[src/rtl/gps_ca_multi.sv]
// gps_ca_multi
//   Multi-channel GPS C/A Gold-code generator and capture engine. NUM_CH
//   channels run their G1/G2 LFSR pairs in lockstep on a shared chip-rate
//   enable derived from the system clock. Each round captures CAP_LEN chips
//   per channel for downstream P/L-code and AES stages.
//
//   Optional feature macro: GPS_CA_SVERR_EN (adds sv_err; enabled channels
//   with an invalid SV capture zeros instead of the G1-only sequence).
//
// Ports
//   sys_clk_50  in   system clock
//   rst_n_in    in   asynchronous active-low reset
//   start       in   level; a rising edge seen in IDLE launches a round
//   sv_num      in   6 bits per channel, channel i at [6i+5:6i]
//   ch_en       in   per-channel enable, latched at launch
//   busy        out  high in LOAD and RUN
//   done        out  one-cycle completion pulse
//   code_valid  out  high from completion until the next launch
//   ca_code     out  CAP_LEN chips per channel, first chip in the MSB
//   sv_err      out  (GPS_CA_SVERR_EN only) enabled channel with SV 0 or >32
module gps_ca_multi #(
   parameter int unsigned NUM_CH  = 4,
   parameter int unsigned CAP_LEN = 13,
   parameter int unsigned CLK_DIV = 1
) (
   input  logic                      sys_clk_50,
   input  logic                      rst_n_in,
   input  logic                      start,
   input  logic [6*NUM_CH-1:0]       sv_num,
   input  logic [NUM_CH-1:0]         ch_en,
   output logic                      busy,
   output logic                      done,
   output logic                      code_valid,
   output logic [CAP_LEN*NUM_CH-1:0] ca_code
`ifdef GPS_CA_SVERR_EN
   ,
   output logic [NUM_CH-1:0]         sv_err
`endif
);

   localparam int unsigned DIV_W = (CLK_DIV > 1) ? $clog2(CLK_DIV) : 1;
   localparam int unsigned CNT_W = $clog2(CAP_LEN + 1);

   typedef enum logic [1:0] {IDLE, LOAD, RUN, DONE} state_t;

   state_t               state, next_state;
   logic                 start_r;
   logic [DIV_W-1:0]     div_cnt;
   logic [CNT_W-1:0]     chip_cnt;
   logic                 tick;
   logic [6*NUM_CH-1:0]  sv_lat;
   logic [NUM_CH-1:0]    en_lat;
   logic [NUM_CH-1:0]    en_eff;
   logic [NUM_CH-1:0]    chip;
   logic [1:10]          g1 [NUM_CH];
   logic [1:10]          g2 [NUM_CH];
   logic [CAP_LEN-1:0]   cap [NUM_CH];

   // G2 phase-select taps; invalid SVs select the same stage twice so the
   // G2 contribution cancels and the chip is G1 stage 10 alone.
   function automatic logic [7:0] sv_taps(input logic [5:0] sv);
      logic [7:0] t;
      case (sv)
         6'd1:  t = {4'd2, 4'd6};
         6'd2:  t = {4'd3, 4'd7};
         6'd3:  t = {4'd4, 4'd8};
         6'd4:  t = {4'd5, 4'd9};
         6'd5:  t = {4'd1, 4'd9};
         6'd6:  t = {4'd2, 4'd10};
         6'd7:  t = {4'd1, 4'd8};
         6'd8:  t = {4'd2, 4'd9};
         6'd9:  t = {4'd3, 4'd10};
         6'd10: t = {4'd2, 4'd3};
         6'd11: t = {4'd3, 4'd4};
         6'd12: t = {4'd5, 4'd6};
         6'd13: t = {4'd6, 4'd7};
         6'd14: t = {4'd7, 4'd8};
         6'd15: t = {4'd8, 4'd9};
         6'd16: t = {4'd9, 4'd10};
         6'd17: t = {4'd1, 4'd4};
         6'd18: t = {4'd2, 4'd5};
         6'd19: t = {4'd3, 4'd6};
         6'd20: t = {4'd4, 4'd7};
         6'd21: t = {4'd5, 4'd8};
         6'd22: t = {4'd6, 4'd9};
         6'd23: t = {4'd1, 4'd3};
         6'd24: t = {4'd4, 4'd6};
         6'd25: t = {4'd5, 4'd7};
         6'd26: t = {4'd6, 4'd8};
         6'd27: t = {4'd7, 4'd9};
         6'd28: t = {4'd8, 4'd10};
         6'd29: t = {4'd1, 4'd6};
         6'd30: t = {4'd2, 4'd7};
         6'd31: t = {4'd3, 4'd8};
         6'd32: t = {4'd4, 4'd9};
         default: t = {4'd1, 4'd1};
      endcase
      return t;
   endfunction

   function automatic logic chip_of(input logic [1:10] g1v, input logic [1:10] g2v,
                                    input logic [5:0] sv);
      logic [7:0] t;
      t = sv_taps(sv);
      return g1v[10] ^ g2v[t[7:4]] ^ g2v[t[3:0]];
   endfunction

   assign tick = (div_cnt == DIV_W'(CLK_DIV - 1));
   assign busy = (state == LOAD) || (state == RUN);
   assign done = (state == DONE);

`ifdef GPS_CA_SVERR_EN
   logic [NUM_CH-1:0] sv_bad;
   always_comb begin
      sv_bad = '0;
      for (int unsigned i = 0; i < NUM_CH; i++)
         sv_bad[i] = (sv_lat[6*i +: 6] == 6'd0) || (sv_lat[6*i +: 6] > 6'd32);
   end
   assign en_eff = en_lat & ~sv_bad;
`else
   assign en_eff = en_lat;
`endif

   always_comb begin
      chip = '0;
      for (int unsigned i = 0; i < NUM_CH; i++)
         chip[i] = chip_of(g1[i], g2[i], sv_lat[6*i +: 6]);
   end

   always_comb begin
      ca_code = '0;
      for (int unsigned i = 0; i < NUM_CH; i++)
         ca_code[CAP_LEN*i +: CAP_LEN] = cap[i];
   end

   always_ff @(posedge sys_clk_50 or negedge rst_n_in) begin
      if (!rst_n_in) state <= IDLE;
      else           state <= next_state;
   end

   always_comb begin
      next_state = state;
      case (state)
         IDLE:    if (start && !start_r) next_state = LOAD;
         LOAD:    next_state = RUN;
         RUN:     if (tick && (chip_cnt == CNT_W'(CAP_LEN - 1))) next_state = DONE;
         DONE:    next_state = IDLE;
         default: next_state = IDLE;
      endcase
   end

   always_ff @(posedge sys_clk_50 or negedge rst_n_in) begin
      if (!rst_n_in) begin
         start_r    <= 1'b0;
         div_cnt    <= '0;
         chip_cnt   <= '0;
         code_valid <= 1'b0;
         sv_lat     <= '0;
         en_lat     <= '0;
`ifdef GPS_CA_SVERR_EN
         sv_err     <= '0;
`endif
         for (int unsigned i = 0; i < NUM_CH; i++) begin
            g1[i]  <= '1;
            g2[i]  <= '1;
            cap[i] <= '0;
         end
      end else begin
         // Tracks start in every state so a held level never relaunches.
         start_r <= start;
         case (state)
            IDLE: begin
               if (next_state == LOAD) begin
                  sv_lat     <= sv_num;
                  en_lat     <= ch_en;
                  code_valid <= 1'b0;
               end
            end
            LOAD: begin
               div_cnt  <= '0;
               chip_cnt <= '0;
`ifdef GPS_CA_SVERR_EN
               sv_err   <= en_lat & sv_bad;
`endif
               for (int unsigned i = 0; i < NUM_CH; i++) begin
                  g1[i]  <= '1;
                  g2[i]  <= '1;
                  cap[i] <= '0;
               end
            end
            RUN: begin
               if (tick) begin
                  div_cnt  <= '0;
                  chip_cnt <= chip_cnt + CNT_W'(1);
                  for (int unsigned i = 0; i < NUM_CH; i++) begin
                     g1[i] <= {g1[i][3] ^ g1[i][10], g1[i][1:9]};
                     g2[i] <= {g2[i][2] ^ g2[i][3] ^ g2[i][6] ^ g2[i][8] ^ g2[i][9] ^ g2[i][10],
                               g2[i][1:9]};
                     cap[i] <= en_eff[i] ? ((cap[i] << 1) | CAP_LEN'(chip[i])) : '0;
                  end
                  if (next_state == DONE) code_valid <= 1'b1;
               end else begin
                  div_cnt <= div_cnt + DIV_W'(1);
               end
            end
            default: ;
         endcase
      end
   end

endmodule

[config.mk]
export PLATFORM = sky130hd
export DESIGN_NAME = gps_ca_multi
export DESIGN_NICKNAME = d
export VERILOG_FILES = /design/src/rtl/gps_ca_multi.sv
export SDC_FILE = /design/constraint.sdc
export NUM_CORES = 1
export LEC_CHECK = 0
export BUFFER_PORTS_ARGS = -buffer_cell sky130_fd_sc_hd__clkbuf_2
export CELL_PAD_IN_SITES_DETAIL_PLACEMENT = 2
export CELL_PAD_IN_SITES_GLOBAL_PLACEMENT = 2
export CORE_ASPECT_RATIO = 1.25
export CORE_MARGIN = 5
export CORE_UTILIZATION = 35
export DETAILED_ROUTE_END_ITERATION = 8
export GPL_TIMING_DRIVEN = 0
export PLACE_DENSITY_LB_ADDON = 0.1
export SKIP_LAST_GASP = 1
export SLEW_MARGIN = 20
export SYNTH_ARGS = -nofsm -noshare
export SYNTH_HDL_FRONTEND = slang
export SYNTH_SLANG_ARGS = --single-unit
[constraint.sdc]
create_clock -name sys_clk_50 -period 3.05 [get_ports sys_clk_50]
set_clock_uncertainty 0.1 [all_clocks]
set_input_delay 0.1525 -clock sys_clk_50 [delete_from_list [all_inputs] [get_ports sys_clk_50]]
set_output_delay 0.1525 -clock sys_clk_50 [all_outputs]
set_load 0.05 [all_outputs]
==> run_results.csv <==
group,metric,value,unit
sta,setup_viol,2,
power,leakagePower,5.47,nW
power,internal_power,7.40,mW
floorplan,initial_core_util,35.3,%
layout,fill_cells,3046,
power,ir_worst_vdd,0.421,mV
floorplan,die_h,196,µm
synthesis,synth.avg_cell_area,9.76,µm²
floorplan,rows,68,
placed_design,dp_cells,1434,
power,pwr-share-comb,62.0,%
grt,overflow,0,
drt,post_drt_wl_per_cell,20.4,µm
clock_network,cts_buffers,17,
synthesis,synth_seq_cells,168,
drt,ant_nets,0,
worst_setup_path,rr_worst_depth,11,
sta,layout_setup_ws,-0.239,ns
worst_setup_path,rrSetupSlack,-0.24,ns
grt,grtUsageTotal,19.6,%
worst_setup_path,path_delay_family,"compound AO/OA/AOI/OAI gates",
clock_network,cts.sinks,168,
sta,slew_headroom,35.3,%
layout,n_antenna_cell,0,
worst_setup_path,timing.critical_path.cells,"inv_2, ha_2, o21a_1, o311a_1, a211oi_4, buf_4, mux4_2, nand2_1, mux2i_1, xnor3_2, a22o_1",
sta,final.setup.tns,-0.453,ns
run_status,status,"finished, violations left",
drt,drt-initial-drc-count,222,
synthesis,ys.flop_type,"dfrtp_1",
layout,post-route-util,43.5,%
sta,period_needed,3.29,ns
worst_setup_path,regToRegStartpoint,"sv_lat[12]$_DFFE_PN0P_",
min_path,hold_class,"in2async",
worst_setup_path,worstPathArrival,3.50,ns
worst_setup_path,critPathRequiredTime,3.26,ns
worst_setup_path,r2r-end,"ca_code[26]$_DFFE_PN0P_",
grt,grt_pass1_vias,9172,
worst_setup_path,worstSetupStartpointType,"flip-flop",
sta,worst_slew_pin_slew,0.971,ns
clock_network,cts_root_buf,"clkbuf_16",
sta,period_share,108,%
layout,layout.nets,1221,
worst_setup_path,critPathKind,"reg2reg",
synthesis,syn-num-nets,1062,
grt,grt_pass1_wl,50500,µm
placed_design,numPortBuffers,85,
drt,wl,31000,µm
synthesis,synth_edf_count,0,
placed_design,place_hpwl,21300,µm
sta,drv_slew,0,
placed_design,place.gp.congestion,0.821,
synthesis,ys_types,69,
synthesis,syn_inst,998,
grt,grt_max_degree,91,
drt,via_per_inst,5.41,
power,power_density,1190,nW/µm²
floorplan,die_w,159,µm
clock_network,cts_tree,"done",
grt,gr-usage-met1,23.4,%
grt,grt_util_met3,2.34,%
grt,antenna_found_initial,0,
clock_network,clkTransAtPathRegs,0.07,ns
placed_design,post-place-ws,-0.753,ns
grt,grt.busiest_layer,"met2",
clock_network,htree_levels,4,
sta,finalHoldViolCount,0,
worst_setup_path,slowest_stage,"mux4_2",
floorplan,core-area,27600,µm²
sta,rsz0062_at_grt,"true",
layout,final_cells,1520,
layout,area_delta_synth_final,23.2,%
power,switching_share,48.0,%
sta,clock.fmax,304,MHz
worst_setup_path,path_max_fanout,6,
run_status,violations,"negative setup slack",
drt,drc,0,
worst_setup_path,crit_path_end_kind,"flip-flop",
worst_setup_path,max_stage_delay,0.49,ns
floorplan,io_pins,86,
worst_setup_path,timing.critical_path.to,"ca_code[26]$_DFFE_PN0P_",
clock_network,clockBufferDepth,2,
power,seq_power_share,21.7,%
drt,vias,8226,
run,maxCapViolCount,0,
drt,first_pass_iters,4,
clock_network,clock_latency,0.43,ns
synthesis,yosysSeqAreaShare,44.2,%
power,p_sw,6.82,mW
floorplan,dieArea,31300,µm²
power,p_clk_share,16.3,%
synthesis,synth-async-reset-ratio,100,%
synthesis,synth_area,9740,µm²
worst_setup_path,critPathLaunch,"sv_lat[12]$_DFFE_PN0P_",
layout,drive_gt1_share,27.9,%
grt,met2_usage,37.7,%
sta,hold_ws,0.208,ns
worst_setup_path,path_depth,11,
synthesis,ys_warn_count,0,
worst_setup_path,cp_num_buf_inv,2,
-- cells in the final DEF (no fill, tap or decap), types with 14 or more instances in the layout --
cell type and count:
a21oi_1 61, a22o_1 55, a31oi_1 54, buf_4 29, clkbuf_1 41, clkbuf_16 17
clkbuf_2 94, dfrtp_1 81, dfstp_2 80, dlygate4sd3_1 30, ha_1 27, inv_1 68
mux2_2 34, mux2i_1 31, nand2_1 34, nand2b_1 23, nand3_1 16, nor2_1 82
nor3_1 14, nor3b_1 26, o21ai_0 43, xnor2_1 22, xor2_1 14
-- cells by family (layout without fill, tap and decap cells) --
logic type	after synthesis	in the layout	share of synthesized area, %
adder cells (fa/ha/maj)	33	33	4.24
buffers and inverters	149	321	5.83
XOR/XNOR	39	39	3.73
flip-flops	168	168	44.2
AND/OR/NAND/NOR	245	245	13.2
AO/OA/AOI/OAI	294	294	20.8
multiplexers	70	70	8.08
-- metrics by stage --
step / power, mW / instance area, µm²
floorplan: 8.69 / 9760
global placement: 11.0 / 10600
CTS: 14.2 / 11900
finish: 14.2 / 12000
global route: 15.3 / 12000
detailed placement: 11.1 / 10700
-- flip-flops by register name (all words and copies together), names as in the netlist --
name and count:
chip_cnt 4, ca_code 52, g1 40, sv_lat 24, en_eff 4, g2 40, code_valid 1, start_r 1
state 2
-- how the worst min path moves through the flow --
stage               slack, ns                     end     start  cells past startpoint
finish                   0.21   sv_lat[6]$_DFFE_PN0P_  rst_n_in                      2
global route             0.26   sv_lat[6]$_DFFE_PN0P_  rst_n_in                      2
CTS                      0.24   sv_lat[6]$_DFFE_PN0P_  rst_n_in                      2
detailed placement       0.15   sv_lat[6]$_DFFE_PN0P_  rst_n_in                      1
global placement         0.18       start_r$_DFF_PN0_     start                      1
floorplan               -0.24  ca_code[0]$_DFFE_PN0P_  rst_n_in                      0
-- what timing repair did --
action | 4_1_cts | 5_1_grt
cloned | 0 | 0
pin swaps | 12 | 14
hold buffers | 30 | 0
resized for setup | 46 | 19
endpoints found under the setup margin | 13 | 7
endpoints found under the hold margin | 53 | 0
buffers inserted | 21 | 6
-- per-layer routing --
layer | vias to the layer above | wire length, µm
met5 | - | 0
met4 | 0 | 433
met3 | 25 | 374
met2 | 63 | 17200
met1 | 4255 | 13000
li1 | 3883 | -
-- cell usage after synthesis, types with 33 or more instances --
master | n | area share, %
dfrtp_1 | 88 | 23
nor2_1 | 82 | 3.2
dfstp_2 | 80 | 22
inv_1 | 75 | 2.9
a21oi_1 | 61 | 3.1
clkbuf_1 | 56 | 2.2
a22o_1 | 55 | 4.9
a31oi_1 | 54 | 3.5
o21ai_0 | 44 | 2.3
mux2_2 | 35 | 4.0
nand2_1 | 34 | 1.3
ha_1 | 33 | 4.2
-- power by group through the flow --
stage / sequential [mW] / clock, mW / combinational [mW]
finish: 3.09 / 2.32 / 8.81
floorplan: 3.03 / 0 / 5.65
global route: 3.14 / 2.47 / 9.65
detailed placement: 3.12 / 0 / 8.03
CTS: 3.07 / 2.40 / 8.76
global placement: 3.10 / 0 / 7.87
-- area by class of cell --
cell class / count / area [µm²] / share of cell area [%]
multi-input cells: 681 / 5080 / 42.3
flip-flops and latches: 168 / 4310 / 36.0
repair buffers: 143 / 965 / 8.04
well taps: 350 / 438 / 3.65
clock buffers: 18 / 429 / 3.58
inverters: 76 / 295 / 2.46
plain buffers: 70 / 293 / 2.44
clock inverters: 14 / 183 / 1.52
Power figures use the tool's default switching activity.
